File: config.mk
export PLATFORM = sky130hd
export DESIGN_NAME = sync_fifo_wr_arbiter
export DESIGN_NICKNAME = d
export VERILOG_FILES = /design/src/rtl/sync_fifo_wr_arbiter.sv
export SDC_FILE = /design/constraint.sdc
export NUM_CORES = 1
export LEC_CHECK = 0
export CAP_MARGIN = 15
export CORE_MARGIN = 4
export CORE_UTILIZATION = 32
export CTS_CLUSTER_SIZE = 25
export DETAILED_ROUTE_END_ITERATION = 8
export PLACE_DENSITY = 0.86
export SLEW_MARGIN = 40
export SYNTH_ARGS = -nofsm -noshare
export SYNTH_HDL_FRONTEND = slang
export SYNTH_SLANG_ARGS = --single-unit
File: constraint.sdc
create_clock -name clk -period 2.88 [get_ports clk]
set_input_delay 0.288 -clock clk [delete_from_list [all_inputs] [get_ports clk]]
set_output_delay 0.288 -clock clk [all_outputs]
set_load 0.005 [all_outputs]
File: src/rtl/sync_fifo_wr_arbiter.sv
// -----------------------------------------------------------------------------
// sync_fifo_wr_arbiter
//   Round-robin arbiter that shares the write port of a synchronous FIFO
//   among NUM_REQ producers. Only one producer owns the port at a time.
//   The owner may write a burst of up to MAX_BURST words before the port is
//   re-arbitrated. The FIFO full flag stalls the owner without losing its
//   grant.
//
// Optional feature:
//   SYNC_FIFO_ARB_STATS_EN  when defined, stall_cnt counts the cycles in which
//                           the owner has a word ready but the FIFO is full.
//                           The count saturates at 16'hFFFF. When undefined,
//                           stall_cnt is tied to zero.
//
// Ports:
//   clk           rising-edge clock
//   rst_n         asynchronous active-low reset
//   req           producer i has a valid word on its req_data slice
//   req_last      producer i's current word ends its burst
//   req_data      producer i's word at [i*DATA_W +: DATA_W]
//   gnt           registered one-hot owner; zero when idle
//   accept        one-hot; producer i's word is written this cycle
//   fifo_full     FIFO full flag
//   fifo_wrt_en   FIFO write enable
//   fifo_data_in  FIFO write data (zero when no owner)
//   stall_cnt     full-stall cycle count (see above)
// -----------------------------------------------------------------------------
module sync_fifo_wr_arbiter #(
    parameter int NUM_REQ   = 4,
    parameter int DATA_W    = 16,
    parameter int MAX_BURST = 4
) (
    input  logic                      clk,
    input  logic                      rst_n,
    input  logic [NUM_REQ-1:0]        req,
    input  logic [NUM_REQ-1:0]        req_last,
    input  logic [NUM_REQ*DATA_W-1:0] req_data,
    output logic [NUM_REQ-1:0]        gnt,
    output logic [NUM_REQ-1:0]        accept,
    input  logic                      fifo_full,
    output logic                      fifo_wrt_en,
    output logic [DATA_W-1:0]         fifo_data_in,
    output logic [15:0]               stall_cnt
);

    localparam int             PTR_W      = (NUM_REQ > 1) ? $clog2(NUM_REQ) : 1;
    localparam logic [3:0]     BURST_LAST = 4'(MAX_BURST - 1);
    localparam logic [PTR_W-1:0] PTR_RESET = PTR_W'(NUM_REQ - 1);

    typedef enum logic {
        IDLE  = 1'b0,
        GRANT = 1'b1
    } state_t;

    state_t             state, state_nxt;
    logic [NUM_REQ-1:0] gnt_nxt;
    logic [PTR_W-1:0]   rr_ptr, rr_ptr_nxt;
    logic [3:0]         burst_cnt, burst_cnt_nxt;

    logic               wrote;
    logic               owner_req;
    logic               owner_last;
    logic               release_now;
    logic [NUM_REQ-1:0] pending;
    logic               found;
    logic [PTR_W-1:0]   pick_idx;
    int                 idx;

    // ------------------------------------------------------------------
    // Write path: purely combinational from the registered grant.
    // ------------------------------------------------------------------
    assign accept      = gnt & req & {NUM_REQ{~fifo_full}};
    assign fifo_wrt_en = |accept;
    assign wrote       = fifo_wrt_en;
    assign owner_req   = |(gnt & req);
    assign owner_last  = |(gnt & req_last);

    always_comb begin
        fifo_data_in = '0;
        for (int i = 0; i < NUM_REQ; i++) begin
            if (gnt[i]) begin
                fifo_data_in = fifo_data_in | req_data[i*DATA_W +: DATA_W];
            end
        end
    end

    // A burst ends on its marked last word, on its MAX_BURST-th word, or
    // as soon as the owner withdraws its request.
    assign release_now = (wrote && (owner_last || burst_cnt == BURST_LAST)) || !owner_req;

    // ------------------------------------------------------------------
    // Round-robin search starting one past the last winner. A word being
    // written this cycle is consumed, so its producer is not counted as
    // pending; the previous owner is naturally searched last.
    // ------------------------------------------------------------------
    assign pending = req & ~accept;

    always_comb begin
        found    = 1'b0;
        pick_idx = rr_ptr;
        idx      = 0;
        for (int k = 1; k <= NUM_REQ; k++) begin
            idx = int'(rr_ptr) + k;
            if (idx >= NUM_REQ) begin
                idx = idx - NUM_REQ;
            end
            if (!found && pending[idx[PTR_W-1:0]]) begin
                found    = 1'b1;
                pick_idx = idx[PTR_W-1:0];
            end
        end
    end

    // ------------------------------------------------------------------
    // FSM next-state logic.
    // ------------------------------------------------------------------
    always_comb begin
        // NOTE: every signal driven here gets a default first, so no path
        // leaves it unassigned and no latch is inferred.
        state_nxt     = state;
        gnt_nxt       = gnt;
        rr_ptr_nxt    = rr_ptr;
        burst_cnt_nxt = burst_cnt;

        unique case (state)
            IDLE: begin
                if (found) begin
                    state_nxt           = GRANT;
                    gnt_nxt             = '0;
                    gnt_nxt[pick_idx]   = 1'b1;
                    rr_ptr_nxt          = pick_idx;
                    burst_cnt_nxt       = '0;
                end
            end
            GRANT: begin
                if (release_now) begin
                    burst_cnt_nxt = '0;
                    if (found) begin
                        gnt_nxt           = '0;
                        gnt_nxt[pick_idx] = 1'b1;
                        rr_ptr_nxt        = pick_idx;
                    end else begin
                        state_nxt = IDLE;
                        gnt_nxt   = '0;
                    end
                end else if (wrote) begin
                    burst_cnt_nxt = burst_cnt + 4'd1;
                end
            end
            default: begin
                state_nxt = IDLE;
                gnt_nxt   = '0;
            end
        endcase
    end

    // ------------------------------------------------------------------
    // State registers.
    // ------------------------------------------------------------------
    always_ff @(posedge clk or negedge rst_n) begin
        if (!rst_n) begin
            state     <= IDLE;
            gnt       <= '0;
            rr_ptr    <= PTR_RESET;
            burst_cnt <= '0;
        end else begin
            // NOTE: non-blocking assignments so every register samples the
            // pre-edge values, independent of statement order.
            state     <= state_nxt;
            gnt       <= gnt_nxt;
            rr_ptr    <= rr_ptr_nxt;
            burst_cnt <= burst_cnt_nxt;
        end
    end

    // ------------------------------------------------------------------
    // Optional full-stall statistics.
    // ------------------------------------------------------------------
`ifdef SYNC_FIFO_ARB_STATS_EN
    logic [15:0] stall_q;

    always_ff @(posedge clk or negedge rst_n) begin
        if (!rst_n) begin
            stall_q <= '0;
        end else if (owner_req && fifo_full && stall_q != 16'hFFFF) begin
            stall_q <= stall_q + 16'd1;
        end
    end

    assign stall_cnt = stall_q;
`else
    assign stall_cnt = 16'h0;
`endif

endmodule
Word level (Yosys, flattened, before mapping)
Index checks and enable logic that the tools add are counted.
W data, S select, Z words.
Word-level totals
  bits in registers: 11
  latch bits: 0
  memory bits (writable): 0
  bits in read-only memories: 0
  bits of input ports: 75
  output and inout port bits: 41
  word-level logic and storage cells: 93
  memories: 0
Operators by class
  add/subtract/negate cells: 9
  $mul: 0
  div/mod/pow operators: 0
  magnitude comparators: 10
  equality and inequality tests: 4
  shifts and indexed selects: 0
  multiplexer cells: 40
  bitwise gates (word level): 10
  reduce and logical (&&, ||, !) cells: 16
Operator list (number)
  $mux W16: 4
  $or A16 B16 Y16: 3
  $mux W4: 6
  $mux W2: 10
  $and A4 B4 Y4: 4
  $pmux W4 S2: 2
  $lt A2 B3 Y1 const B: 5
  $reduce_or A4 Y1: 3
  $mux W1: 11
  $ge A3 B3 Y1 const B: 3
  $bmux W1 S2: 4
  $sub A2 B1 Y2 const B: 4
  $add A2 B2 Y3 const B: 2
  $logic_and A1 B1 Y1: 5
  $add A2 B3 Y4 const B: 1
  $add A4 B1 Y4 const B: 1
  $eq A4 B2 Y1 const B: 1
  $ge A4 B3 Y1 const B: 1
  $logic_not A1 Y1: 4
  $not A4 Y4: 1
  $pmux W2 S2: 1
  $reduce_and A2 Y1: 2
  $add A2 B1 Y3 const B: 1
  $ne A3 B1 Y1 const B: 1
  7 further kinds: 9

Logic depth before layout (Yosys ltp)
Gate-level depths: netlist of run 1.
  word-level depth: 23
  depth in mapped cells: 7
  gate-level depth less buffers: 5

Worst setup path after synthesis of run 1
Ideal clock, no wire load.
  path kind: register -> register
  from: register gnt[3]
  to: register rr_ptr[1]
  library setup time: 0.082 ns
  arrival: 1.786 ns
  data required time: 2.798 ns
  slack: 1.012 ns
  stages on the path, launching flop included: 8
  buffers on the path: 2
  period minus slack after synthesis: 1.868 ns
  cells stage by stage: dfrtp_1 -> buf_2 -> a22oi_1 -> nand2_1 -> a2111o_1 -> and2_1 -> buf_6 -> mux2_4
Between the ends
  cells in the longest elaborated chain, start to end: 19
  elaborated cells between the ends (all ways): 38
  classes of those cells: 1 x eq/ne; 19 x mux; 5 x bitwise; 13 x reduce/logical
RTL lines
  from (decl): RTL line 38  | output logic [NUM_REQ-1:0] gnt,
  from (signal assigned): RTL line 170  | gnt <= gnt_nxt;
  $and A4 B4 Y4: RTL line 72, 75
  $and A4 B4 Y4: RTL line 72  | assign accept = gnt & req & {NUM_REQ{~fifo_full}};
  $not A4 Y4: RTL line 96  | assign pending = req & ~accept;
  $and A4 B4 Y4: RTL line 96
  $bmux W1 S2: RTL line 107  | if (!found && pending[idx[PTR_W-1:0]]) begin
  $mux W1 (implied by the code): RTL line 107
  $mux W1: RTL line 107
  $logic_not A1 Y1: RTL line 107
  [3 not listed]
  $logic_and A1 B1 Y1: RTL line 107
  $mux W1: RTL line 107
  $logic_not A1 Y1: RTL line 107
  $logic_and A1 B1 Y1: RTL line 107
  $mux W2 / $mux W1 (equally long branches): RTL line 107
  $mux W2: RTL line 127, 138
  $mux W2: RTL line 136  | if (release_now) begin
  $pmux W2 S2: RTL line 125  | unique case (state)
  to (signal assigned): RTL line 171  | rr_ptr <= rr_ptr_nxt;
  to (decl): RTL line 57  | logic [PTR_W-1:0] rr_ptr, rr_ptr_nxt;
Parallel ways exist; a longest one is shown, timed or not. The select of a mux whose other input is x is not followed.
A chain may end at the register's enable or synchronous reset.

Worst setup path in the final report of run 1
  from: register gnt[2]
  to: output port fifo_wrt_en
Between the ends
  cells in the longest elaborated chain, start to end: 3
RTL lines
  $and A4 B4 Y4 (2 in a row): RTL line 72
  $reduce_or A4 Y1: RTL line 73  | assign fifo_wrt_en = |accept;
  to (decl): RTL line 41  | output logic fifo_wrt_en,
Every way passes these cells.

==> results of run 1 <==
-- final cells by class --
class,count,area share
Timing Repair Buffer,101,0.461
Multi-Input combinational cell,125,0.356
Sequential cell,11,0.127
Tap cell,46,0.0264
Clock buffer,4,0.0206
Inverter,5,0.00860
-- power by group through the flow --
stage	clock [mW]	sequential, mW	combinational (mW)
2_1_floorplan	0	0.249	0.579
5_1_grt	0.165	0.328	1.07
3_3_place_gp	0	0.316	0.969
6_report	0.151	0.316	0.981
4_1_cts	0.156	0.317	0.985
3_5_place_dp	0	0.318	0.983
-- cells in the final DEF, fill, tap and decap left out --
cell type | synthesis | final
clkdlybuf4s50_1 | 0 | 99
a22oi_1 | 36 | 36
nand2_1 | 26 | 26
conb_1 | 1 | 16
dfrtp_1 | 9 | 9
nor2_1 | 7 | 7
inv_1 | 5 | 5
and3_1 | 4 | 4
nand2b_1 | 4 | 4
a32o_1 | 4 | 4
a22o_1 | 3 | 3
clkbuf_8 | 0 | 3
a31oi_1 | 2 | 2
a41o_1 | 2 | 2
or3b_1 | 2 | 2
and2_1 | 2 | 2
o21ai_0 | 2 | 2
buf_4 | 16 | 2
dfstp_2 | 2 | 2
nor2b_1 | 1 | 1
a2111o_1 | 1 | 1
nand4_1 | 1 | 1
mux2_2 | 1 | 1
a21oi_1 | 1 | 1
a2bb2oi_1 | 1 | 1
nor3b_1 | 1 | 1
mux2i_1 | 1 | 1
nand3_1 | 1 | 1
a221oi_1 | 1 | 1
a311o_1 | 1 | 1
a41oi_1 | 1 | 1
o31ai_1 | 1 | 1
mux2_4 | 1 | 1
ha_1 | 1 | 1
clkbuf_1 | 1 | 1
-- routing by layer --
layer,share of wire,track usage,vias up
met5,0,0,-
met4,0.0079,0.0292,0
met3,0.13,0.0567,4
met2,0.52,0.314,88
met1,0.34,0.189,692
li1,-,-,733
-- kinds of logic after synthesis --
group | synth area share
flip-flops | 0.234
AND/OR/NAND/NOR | 0.193
AO/OA/AOI/OAI | 0.370
multiplexers | 0.0306
buffers and inverters | 0.159
adder cells (fa/ha/maj) | 0.0105
other | 0.00316
-- metrics by stage --
stage | power [mW] | utilization
after global placement | 1.29 | 0.616
final | 1.45 | 0.629
after detailed placement | 1.30 | 0.616
after CTS | 1.46 | 0.629
after floorplan | 0.828 | -
after global routing | 1.56 | 0.629
-- worst max-delay path: stages, from the launching register on --
cell,delay (ns)
dfrtp_1,0.80
a22oi_1,0.17
and3_1,0.24
nor2_1,0.09
clkdlybuf4s50_1,0.51
-- registers in the layout, indices dropped and copies added, names as in the netlist --
| register | count |
|---|---|
| state | 1 |
| burst_cnt | 4 |
| rr_ptr | 2 |
| gnt | 4 |
-- path summary, 6_finish.rpt --
kind                                          startpoint                       end  cells after the start
worst max-delay path                  gnt[2]$_DFFE_PN0P_               fifo_wrt_en                      4
worst min-delay path                               rst_n        gnt[2]$_DFFE_PN0P_                      1
worst max register to register        gnt[2]$_DFFE_PN0P_     rr_ptr[1]$_DFFE_PN1P_                      5
worst min register to register  burst_cnt[3]$_DFFE_PN0P_  burst_cnt[3]$_DFFE_PN0P_                      1
max in group asynchronous                          rst_n     rr_ptr[0]$_DFFE_PN1P_                      1
min in group clk                burst_cnt[3]$_DFFE_PN0P_  burst_cnt[3]$_DFFE_PN0P_                      1
==> results.md, run 1 <==
- Final Setup Violations: 0
- Starting DRT DRC Count: slightly above 90
- Initial antenna violation count: 0
- Clk_skew: around 0.0014 ns
- Share of cells above drive strength 1: 0.0366
- Routed Antenna Nets: 0
- Largest net degree at the start of global routing: 23
- Setup TNS: 0 ns
- Crit path kind: flip-flop to primary output
- Non-Filler Instances: 292
- Final Slew Violations: 0
- VDD IR-drop max: roughly 0.49 mV
- Fmax: approximately 430 MHz
- Slew headroom: 0.522
- CTS tree: built
- Clock Tree Buf Depth: 2
- CTS sink cnt: 11
- Core ar.: between 3000 and 4000 um2
- Vias: ~1500
- CP Max Fanout: 22
- Combinational power share: 0.677
- Status: complete, no violations
- Setup slack, reg-to-reg: approximately 0.65 ns
- WL final: 4.58 mm
- First-pass GRT wire length: 6.27 mm
- TritonCTS buffer count: 3
- Placed cell count: 288
- Final instance area: about 2200 um2
- Commonest cells post-synth: a22oi_1, nand2_1, buf_4
- Slew @ Worst Pin: around 0.72 ns
- Detailed Place HPWL: ~3.7 mm
- Drt drc: 0
- Largest cells by area after synthesis: a22oi_1, dfrtp_1, buf_4
- RSZ-0062 raised after global routing: false
- Sequential share of the synthesized area: 0.234
- Width of the die: ~70 um
- Seq pwr share: 0.218
- Diode count: 0
- Switching share of power: 0.385
- Clk pwr share: 0.105
- Asr flop ratio synth: 1.00
- Share of the synthesized area in the top cell type: 0.228
- Post-Syn Area: 1190 um2
- Worst endpoint data arrival time: 2.04 ns
- Final min period: about 2.3 ns
- Global placement routability congestion: about 0.86
- CP startpoint kind: flip-flop
- Area Overhead vs Synth: 83.8%
- Critical path capture point type: primary output
- Hold Violations, Final: 0
- Critical Path RT: about 2.6 ns
- Internal power: around 0.89 mW
- Count leader, synth: a22oi_1
- Setup Buffers After CTS: 0
- Type of the worst min-delay path: input pin to asynchronous set/reset pin
- WHS: about 0.39 ns
- Die Area: roughly 4700 um2
- Mapped Cells: 152
- Port-buffer cells: 99
- Hold-fix buffers, CTS: 0
- Die height: about 70 um
- Drt first pass iters: 5
- GR Overflow Total: 0
- Worst-path clk slew: about 0.050 ns
- Wire per inst: ~16 um
- Multi-input logic area: between 700 and 800 um2
- Filler cell count: 307
- Rows: 21
- Pleak: ~0.94 nW
- Yosys reg bits: 11
- Post-route setup slack: 0.554 ns
- Via density: between 5 and 6
- Yosys cell types: 36
- Post-CTS Resized: 0
- Tcrit/Tclk final: 0.808
- Synthesis Warnings: 0
- Switch Pwr: 0.557 mW
- Initial cell density of the core: 0.342
- Seq. cell area: approximately 280 um2
- IO Pins: roughly 120
- Place WS: between 0.6 and 0.7 ns
- Clock root buffer: clkbuf_8
- Number of flops mapped to enable cells by yosys: 0
- Vias in the first global route: 1394
- Worst-Skew Late Latency: ~0.23 ns
- MaxCap Viol Count: 0
- Synth Flop Type: dfrtp_1
- Nets: 323
- Power per Cell Area: 664 nW/um2
- Post-Syn Area per Cell: around 7.8 um2
- Synth area leader: a22oi_1
- H-tree lvl count: 1
- GRT Util Overall: 0.170
- Cell Area, Placed: ~2100 um2
Note: power is estimated with default switching activity, not from simulation.
==> inputs of run 2 (changes only) <==
CORE_UTILIZATION = 27   (was 32)
PLACE_DENSITY = 0.77   (was 0.86)
clock period = 2.1 ns   (was 2.88 ns; I/O delays follow)
==> results.md, run 2 (synthesis gave the netlist of run 1 again) <==
- Status: complete, no violations
- Largest net degree at the start of global routing: 20
- Most common cell after layout, fill and taps aside: clkdlybuf4s50_1
- Final Slew Violations: 0
- GRT Util Overall: 0.164
- R2r startpoint: rr_ptr[1]$_DFFE_PN1P_
- Vias in the first global route: about 1500
- VDD IR-drop max: 0.448 mV
- Drt drc: 0
- Routed Antenna Nets: 0
- Wire per inst: roughly 16 um
- Stages on worst setup path: 4
- Critical path capture point type: primary output
- Global placement routability congestion: 0.858
- Share of cells above drive strength 1: 0.0669
- GR Overflow Total: 0
- Setup slack, reg-to-reg: 0.31 ns
- Worst-path clk slew: ~0.05 ns
- Seq. cell area: ~280 um2
- Hold-fix buffers, CTS: 0
- MaxCap Viol Count: 0
- Final Setup Violations: 0
- Clock root buffer: clkbuf_8
- Die Area: approximately 5500 um2
- Top Registers: burst_cnt x4, gnt x4, rr_ptr x2
- Final Util: 0.546
- RSZ-0062 raised after global routing: false
- IO Pins: 116
- Commonest non-fill, non-tap cells in the layout: clkdlybuf4s50_1, a22oi_1, nand2_1, conb_1, buf_4
- Crit path kind: flip-flop to primary output
- CP startpoint kind: flip-flop
- Top delay family on crit path: buffers and inverters
- Rows: 23
- Clk_skew: about 0.0014 ns
- Initial cell density of the core: 0.289
- WL final: about 5.0 mm
- Type of the worst min-delay path: input pin to asynchronous set/reset pin
- Multi-input logic area: slightly below 800 um2
- Tcrit/Tclk final: 0.891
- R2r worst-path depth: 5
- Nets: approximately 330
- Slowest library cell on the worst path: clkdlybuf4s50_1
- Port-buffer cells: between 90 and 100
- Worst r2r dst: gnt[1]$_DFFE_PN0P_
- Via density: slightly above 5
- Width of the die: 74.3 um
- Diode count: 0
- H-tree lvl count: 1
- Pleak: 0.979 nW
- Detailed Place HPWL: 4.06 mm
- Worst-Skew Late Latency: between 0.2 and 0.25 ns
- Drt first pass iters: 4
- Die height: around 74 um
- Filler cell count: 399
- Vias: ~1500
- Fmax: 534 MHz
- First-pass GRT wire length: just over 7 mm
- Power per Cell Area: 908 nW/um2
- CP Max Fanout: 16
- Area Overhead vs Synth: 89.3%
- Post-CTS Resized: 0
- Setup Buffers After CTS: 0
- Initial antenna violation count: 0
- Final min period: roughly 1.9 ns
- Largest stage delay, worst path: between 0.5 and 0.6 ns
- Setup TNS: 0 ns
- Critical Path RT: 1.89 ns
- Clock Tree Buf Depth: 2
- Worst endpoint data arrival time: ~1.7 ns
- TritonCTS buffer count: 3
- WP buf/inv: 2
- Worst-path cell chain: buf_4, a22oi_1, nand2_1, clkdlybuf4s50_1
- Core ar.: between 4000 and 5000 um2
- CTS tree: built
- Hold Violations, Final: 0
- Starting DRT DRC Count: slightly above 60
- CTS sink cnt: 11
[run 2: cell types whose count changed in the layout (fill, tap and decap cells not counted), sizes merged]
cell	delta
buf	+8
[run 2: metrics by stage]
| step | instances | hold slack [ns] | instance area [um2] | setup WS (ns) | total power, mW |
|---|---|---|---|---|---|
| detailed placement | 300 | 0.492 | 2200 | 0.0421 | 1.85 |
| global route | 304 | 0.351 | 2250 | 0.120 | 2.21 |
| floorplan | 167 | -0.0856 | 1240 | 0.232 | 1.14 |
| global placement | 300 | 0.487 | 2200 | 0.0722 | 1.82 |
| CTS | 304 | 0.316 | 2250 | 0.221 | 2.06 |
| finish | 304 | 0.304 | 2250 | 0.229 | 2.04 |
[run 2: cell type report]
type                       count  share of cell area
tap                           50              0.0278
sequential                    11               0.124
clock buffer                   4              0.0200
timing repair buffer         109               0.474
inverter                       5             0.00835
multi-input combinational    125               0.346
[run 2: layer usage]
layer  routed length, um  global-route usage  share of wire
met3                 533              0.0473           0.11
met5                   0                   0              0
met1                1940               0.204           0.39
met4                 106              0.0494          0.021
met2                2380               0.275           0.48
[run 2: worst reg2reg max path, cell delays in order (launching register included)]
cell	delay, ns
dfstp_2	0.59
nor2_1	0.06
and3_1	0.19
a41o_1	0.21
or3b_1	0.37
a32o_1	0.26
[run 2: how the worst max path moves through the flow]
stage / endpoint / startpoint / slack [ns]
6_report: fifo_data_in[11] / gnt[3]$_DFFE_PN0P_ / 0.23
5_1_grt: accept[3] / gnt[3]$_DFFE_PN0P_ / 0.12
4_1_cts: accept[3] / gnt[3]$_DFFE_PN0P_ / 0.22
3_5_place_dp: gnt[1]$_DFFE_PN0P_ / fifo_full / 0.04
3_3_place_gp: gnt[3]$_DFFE_PN0P_ / fifo_full / 0.07
2_1_floorplan: rr_ptr[1]$_DFFE_PN1P_ / gnt[3]$_DFFE_PN0P_ / 0.23
[run 2: power by group]
part	leakage, nW	internal (mW)	total (mW)	switching (mW)
sequential	0.137	0.293	0.368	0.0753
combinational	0.818	0.840	1.47	0.625
clock	0.0228	0.133	0.207	0.0743
total	0.979	1.27	2.04	0.775
